--- src/rtl/fifo_read_drainer_if.sv ---
// rtl/fifo_read_drainer_if.sv - FIFO read port plus valid/ready output stream of the drainer.
interface fifo_read_drainer_if #(
  parameter int FIFO_WIDTH = 16
);
  logic                  fifo_rd_en;
  logic [FIFO_WIDTH-1:0] fifo_data_out;
  logic                  fifo_empty;
  logic                  fifo_underflow;
  logic [FIFO_WIDTH-1:0] m_data;
  logic                  m_valid;
  logic                  m_ready;

  modport master (
    output fifo_rd_en, m_data, m_valid,
    input  fifo_data_out, fifo_empty, fifo_underflow, m_ready
  );

  modport slave (
    input  fifo_rd_en, m_data, m_valid,
    output fifo_data_out, fifo_empty, fifo_underflow, m_ready
  );
endinterface

--- src/rtl/fifo_read_drainer.sv ---
// rtl/fifo_read_drainer.sv - credit-based FIFO drainer with elastic buffer, read counter and underflow flag.
module fifo_read_drainer #(
  parameter int FIFO_WIDTH = 16,
  parameter int BUF_DEPTH  = 4
) (
  input  logic                 clk,
  input  logic                 rst_n,
  input  logic                 flush,
  fifo_read_drainer_if.master  bus,
  output logic [15:0]          rd_count,
  output logic                 underflow_err
);
  localparam int PTR_W = (BUF_DEPTH > 1) ? $clog2(BUF_DEPTH) : 1;
  localparam int OCC_W = $clog2(BUF_DEPTH + 1);

  typedef enum logic {ST_HOLD, ST_RUN} state_t;

  state_t                state;
  state_t                state_nxt;
  logic                  run;
  logic [OCC_W-1:0]      occ;
  logic                  in_flight;
  logic [PTR_W-1:0]      wr_ptr;
  logic [PTR_W-1:0]      rd_ptr;
  logic [FIFO_WIDTH-1:0] mem [BUF_DEPTH];
  logic [OCC_W:0]        credit_used;
  logic                  rd_en;
  logic                  capture;
  logic                  pop;
  logic                  valid;

  function automatic logic [PTR_W-1:0] ptr_inc(input logic [PTR_W-1:0] p);
    return (p == PTR_W'(BUF_DEPTH - 1)) ? '0 : p + 1'b1;
  endfunction

  always_ff @(posedge clk or negedge rst_n) begin
    if (!rst_n) state <= ST_HOLD;
    else        state <= state_nxt;
  end

  // Reads count the word already in flight against the buffer, so a capture always has room.
  always_comb begin
    state_nxt   = state;
    run         = 1'b0;
    if (state == ST_HOLD) state_nxt = ST_RUN;
    else                  run       = 1'b1;
    credit_used = {1'b0, occ} + (OCC_W+1)'(in_flight);
    valid       = (occ != '0);
    rd_en       = run & ~flush & ~bus.fifo_empty & (credit_used < (OCC_W+1)'(BUF_DEPTH));
    capture     = in_flight & ~flush;
    pop         = valid & bus.m_ready;
  end

  assign bus.fifo_rd_en = rd_en;
  assign bus.m_valid    = valid;
  assign bus.m_data     = mem[rd_ptr];

  always_ff @(posedge clk or negedge rst_n) begin
    if (!rst_n) begin
      for (int i = 0; i < BUF_DEPTH; i++) mem[i] <= '0;
    end else if (capture) begin
      mem[wr_ptr] <= bus.fifo_data_out;
    end
  end

  always_ff @(posedge clk or negedge rst_n) begin
    if (!rst_n) begin
      occ           <= '0;
      in_flight     <= 1'b0;
      wr_ptr        <= '0;
      rd_ptr        <= '0;
      rd_count      <= '0;
      underflow_err <= 1'b0;
    end else begin
      if (flush) begin
        occ       <= '0;
        in_flight <= 1'b0;
        wr_ptr    <= '0;
        rd_ptr    <= '0;
      end else begin
        in_flight <= rd_en;
        if (capture) wr_ptr <= ptr_inc(wr_ptr);
        if (pop)     rd_ptr <= ptr_inc(rd_ptr);
        case ({capture, pop})
          2'b10:   occ <= occ + 1'b1;
          2'b01:   occ <= occ - 1'b1;
          default: occ <= occ;
        endcase
      end
      if (rd_en) rd_count <= rd_count + 16'd1;
      if (run && bus.fifo_underflow) underflow_err <= 1'b1;
    end
  end

  a_credit: assert property (@(posedge clk) disable iff (!rst_n)
    credit_used <= (OCC_W+1)'(BUF_DEPTH));
  a_no_overflow: assert property (@(posedge clk) disable iff (!rst_n)
    capture |-> (occ != OCC_W'(BUF_DEPTH)));
endmodule

--- src/flat_wrapper.sv ---
// flat-port wrapper written by rule: the top's interface ports become plain ports
module fifo_read_drainer_flat 
#(
  parameter int FIFO_WIDTH = 16,
  parameter int BUF_DEPTH  = 4
)
  (clk, rst_n, flush, rd_count, underflow_err, bus_fifo_rd_en, bus_m_data, bus_m_valid, bus_fifo_data_out, bus_fifo_empty, bus_fifo_underflow, bus_m_ready);
  fifo_read_drainer_if #(.FIFO_WIDTH(FIFO_WIDTH)) bus_i ();
  input  logic clk;
  input  logic rst_n;
  input  logic flush;
  output logic [15:0] rd_count;
  output logic underflow_err;
  output wire logic [$bits(bus_i.fifo_rd_en)-1:0] bus_fifo_rd_en;
  output wire logic [$bits(bus_i.m_data)-1:0] bus_m_data;
  output wire logic [$bits(bus_i.m_valid)-1:0] bus_m_valid;
  input wire logic [$bits(bus_i.fifo_data_out)-1:0] bus_fifo_data_out;
  input wire logic [$bits(bus_i.fifo_empty)-1:0] bus_fifo_empty;
  input wire logic [$bits(bus_i.fifo_underflow)-1:0] bus_fifo_underflow;
  input wire logic [$bits(bus_i.m_ready)-1:0] bus_m_ready;
  assign bus_fifo_rd_en = bus_i.fifo_rd_en;
  assign bus_m_data = bus_i.m_data;
  assign bus_m_valid = bus_i.m_valid;
  assign bus_i.fifo_data_out = bus_fifo_data_out;
  assign bus_i.fifo_empty = bus_fifo_empty;
  assign bus_i.fifo_underflow = bus_fifo_underflow;
  assign bus_i.m_ready = bus_m_ready;
  fifo_read_drainer #(.FIFO_WIDTH(FIFO_WIDTH), .BUF_DEPTH(BUF_DEPTH)) u_core (.clk(clk), .rst_n(rst_n), .flush(flush), .bus(bus_i), .rd_count(rd_count), .underflow_err(underflow_err));
endmodule
--- config.mk ---
export PLATFORM = sky130hd
export DESIGN_NAME = fifo_read_drainer_flat
export DESIGN_NICKNAME = d
export VERILOG_FILES = /design/src/rtl/fifo_read_drainer_if.sv /design/src/rtl/fifo_read_drainer.sv /design/src/flat_wrapper.sv
export SDC_FILE = /design/constraint.sdc
export NUM_CORES = 1
export LEC_CHECK = 0
export ABC_CLOCK_PERIOD_IN_PS = 3900
export CORE_UTILIZATION = 59
export CTS_CLUSTER_SIZE = 28
export DETAILED_ROUTE_END_ITERATION = 16
export HOLD_SLACK_MARGIN = 0.08
export PLACE_DENSITY = 0.83
export SLEW_MARGIN = 10
export SYNTH_ARGS = -nofsm -noshare
export SYNTH_HDL_FRONTEND = slang
export SYNTH_SLANG_ARGS = --single-unit
--- constraint.sdc ---
create_clock -name clk -period 3.9 [get_ports clk]
set_clock_uncertainty 0.1 [all_clocks]
set_input_delay 0.585 -clock clk [delete_from_list [all_inputs] [get_ports clk]]
set_output_delay 0.585 -clock clk [all_outputs]
set_load 0.03 [all_outputs]
==> results.sh <==
export IMPL_outcome="finished clean"
export IMPL_start_util=0.610
export IMPL_synth_nets=299
export IMPL_routed_via_count=2384
export IMPL_final_period_utilization=0.823
export IMPL_seq_area_um2=2250
export IMPL_ys_top_cells_by_area="dfrtp_1 55%, mux2_2 16%, mux4_2 8.7%"
export IMPL_yosys_cell_count_top_type="dfrtp_1"
export IMPL_dieWidth_um=85.6
export IMPL_synthSimpleGateAreaFrac=0.0793
export IMPL_layout_min_cycle_time_ns=3.21
export IMPL_ioPinCount=57
export IMPL_hpwl_mm=4.64
export IMPL_ir_drop_mv=0.373
export IMPL_synth_adder_area_share=0.0231
export IMPL_yosysWarnings=0
export IMPL_drt_total_wl_mm=7.05
export IMPL_io_buffer_count=56
export IMPL_clkSlewWorstSetupHoldPaths_ns=0.09
export IMPL_synth_xor_area_share=0.0358
export IMPL_async_reset_ff_frac=1.00
export IMPL_max_freq_ghz=0.312
export IMPL_antenna_left=0
export IMPL_hold_violations=0
export IMPL_clockBufferDepth=2
export IMPL_post_drt_wl_per_cell_um=17.0
export IMPL_post_cts_setup_buffers=0
export IMPL_rows=30
export IMPL_synth_area_mux_share=0.275
export IMPL_hold_buffers=0
export IMPL_p_per_area_nw_per_um2=626
export IMPL_cts_buffers=9
export IMPL_cp_arrival_ns=2.52
export IMPL_synth_top_area_cell="dfrtp_1"
export IMPL_track_usage=0.218
export IMPL_clk_latency_ns=0.35
export IMPL_path_class="in -> out"
export IMPL_synth_compound_area_frac=0.00942
export IMPL_relSlewSlack=0.410
export IMPL_synth_flop_cell="dfrtp_1"
export IMPL_nets=358
export IMPL_place_gp_congestion=0.768
export IMPL_finalSetupViolations=0
export IMPL_fin_util=0.726
export IMPL_setup_tns_ns=0
export IMPL_synth_common_cells="90 x dfrtp_1, 60 x mux2_2, 16 x mux4_2, 13 x nor2_1, 9 x xnor2_1"
export IMPL_drc=0
export IMPL_grt_overflow=0
export IMPL_dr_first_iter_drc_count=69
export IMPL_cts_tree="yes"
export IMPL_drt_pass1_iter_count=4
export IMPL_antenna_found_initial=0
export IMPL_multi_input_area_um2=1740
export IMPL_max_cap_violations=0
export IMPL_cts_root_buf="clkbuf_8"
export IMPL_ys_seq_elements=90
export IMPL_yosysTopAreaCellShare=0.547
export IMPL_worst_slack_ns=0.691
export IMPL_netlist_instances=270
export IMPL_hp_class="in -> async"
export IMPL_final_layout_size_suffix_gt1_frac=0.323
export IMPL_p_leak_nw=2.30
export IMPL_syn_avg_cell_area_um2=15.3
export IMPL_area_growth_synth_to_final_pct=19.1
export IMPL_rsz0062_at_grt="no"
export IMPL_synth_top_family_by_area="multiplexers"
export IMPL_required_ns=3.21
export IMPL_seq_area_frac_synth=0.547
export IMPL_fillers=449
export IMPL_start_kind="input pin"
export IMPL_cts_sinks=90
export IMPL_ys_types=35
export IMPL_critPathCaptureType="output pin"
export IMPL_n_antenna_cell=0
export IMPL_crit_path_max_fanout=9
export IMPL_die_area_um2=7320
export IMPL_grt_max_degree=72
export IMPL_core_area_um2=6760
export IMPL_die_h_um=85.6
export IMPL_synthesis_area_um2=4120
export IMPL_slew_viol_final=0
export IMPL_routed_via_density=5.76
export IMPL_grt_pass1_vias=2476
export IMPL_htree_num_levels=3
export IMPL_synth_edf_count=0
export IMPL_place_ws_ns=0.714
export IMPL_grt_first_pass_wirelength_mm=12.1
export IMPL_post_cts_resized=0
export IMPL_worst_pin_slew_ns=0.885
-- power breakdown --
group	internal, W	switching (W)
Combinational	0.000603	0.000579
Sequential	0.00110	0.000149
Clock	0.000315	0.000327
Total	0.00201	0.00105
-- flip-flops by register name, summed over array words and instances, names as in the netlist --
| name | cells |
|---|---|
| u_core.wr_ptr | 2 |
| u_core.state | 1 |
| u_core.rd_ptr | 2 |
| u_core.occ | 3 |
| u_core.mem | 64 |
| u_core.underflow_err | 1 |
| u_core.rd_count | 16 |
| u_core.in_flight | 1 |
-- worst paths after layout --
kind                                startpoint             endpoint  cells after the start  slack (ns)
setup reg to reg                 u_core.occ[1]        u_core.occ[2]                      6        1.69
min in group clk           u_core.rd_count[15]  u_core.rd_count[15]                      1        0.38
setup / recovery                         flush       bus_fifo_rd_en                      4        0.69
max in group asynchronous                rst_n       u_core.mem[21]                      2        2.62
hold / removal                           rst_n       u_core.mem[49]                      1        0.24
hold reg to reg            u_core.rd_count[15]  u_core.rd_count[15]                      1        0.38
-- final cells by class --
class	count	share of cell area
clock inverter	6	0.0133
sequential	90	0.459
multi-input combinational	163	0.356
inverter	5	0.00383
clock buffer	10	0.0281
tap	80	0.0204
timing repair buffer	60	0.120
-- through the flow --
step,std cells,total power (W),hold slack (ns),cell area (um^2)
6_report,414,0.00307,0.236,4910
5_1_grt,414,0.00323,0.324,4910
4_1_cts,414,0.00310,0.275,4910
3_5_place_dp,398,0.00245,0.364,4700
3_3_place_gp,398,0.00243,0.341,4700
2_1_floorplan,270,0.00203,0.189,4120
-- cells in the final DEF (no fill, tap or decap), types with 2 or more instances in the layout --
master	netlist	final
clkdlybuf4s50_1	0	55
mux4_2	16	16
mux2_2	60	60
clkinv_2	0	2
mux2i_1	4	4
and2_1	4	4
nand2_4	4	4
mux2_1	5	5
nand3_1	6	6
nor3_1	4	4
and3_1	3	3
nand2_1	3	3
xor2_1	6	6
xnor2_1	9	9
nand4_2	2	2
and4_1	3	3
nor2_1	13	13
clkbuf_8	0	10
nor3_2	2	2
dfrtp_1	90	90
buf_4	3	5
inv_1	5	5
nand4_1	2	2
ha_1	6	6
-- cells by family (layout without fill, tap and decap cells) --
group / Yosys count / in the layout
compound gates: 4 / 4
xor+xnor: 16 / 16
fa+ha+maj: 7 / 7
buf+inv: 17 / 81
flops: 90 / 90
mux: 85 / 85
other cells: 1 / 1
simple gates: 50 / 50
-- critical path, stage by stage --
cell and delay, ns:
clkdlybuf4s50_1 0.60, nor4b_4 0.43, and2_1 0.22, clkdlybuf4s50_1 0.68
-- metal layers --
layer | part of all wire | GRT usage | wire, um
met4 | 0.018 | 0.0909 | 129
met2 | 0.49 | 0.347 | 3440
met1 | 0.46 | 0.301 | 3260
met5 | 0 | 0 | 0
met3 | 0.033 | 0.0395 | 233
Power figures use the tool's default switching activity.
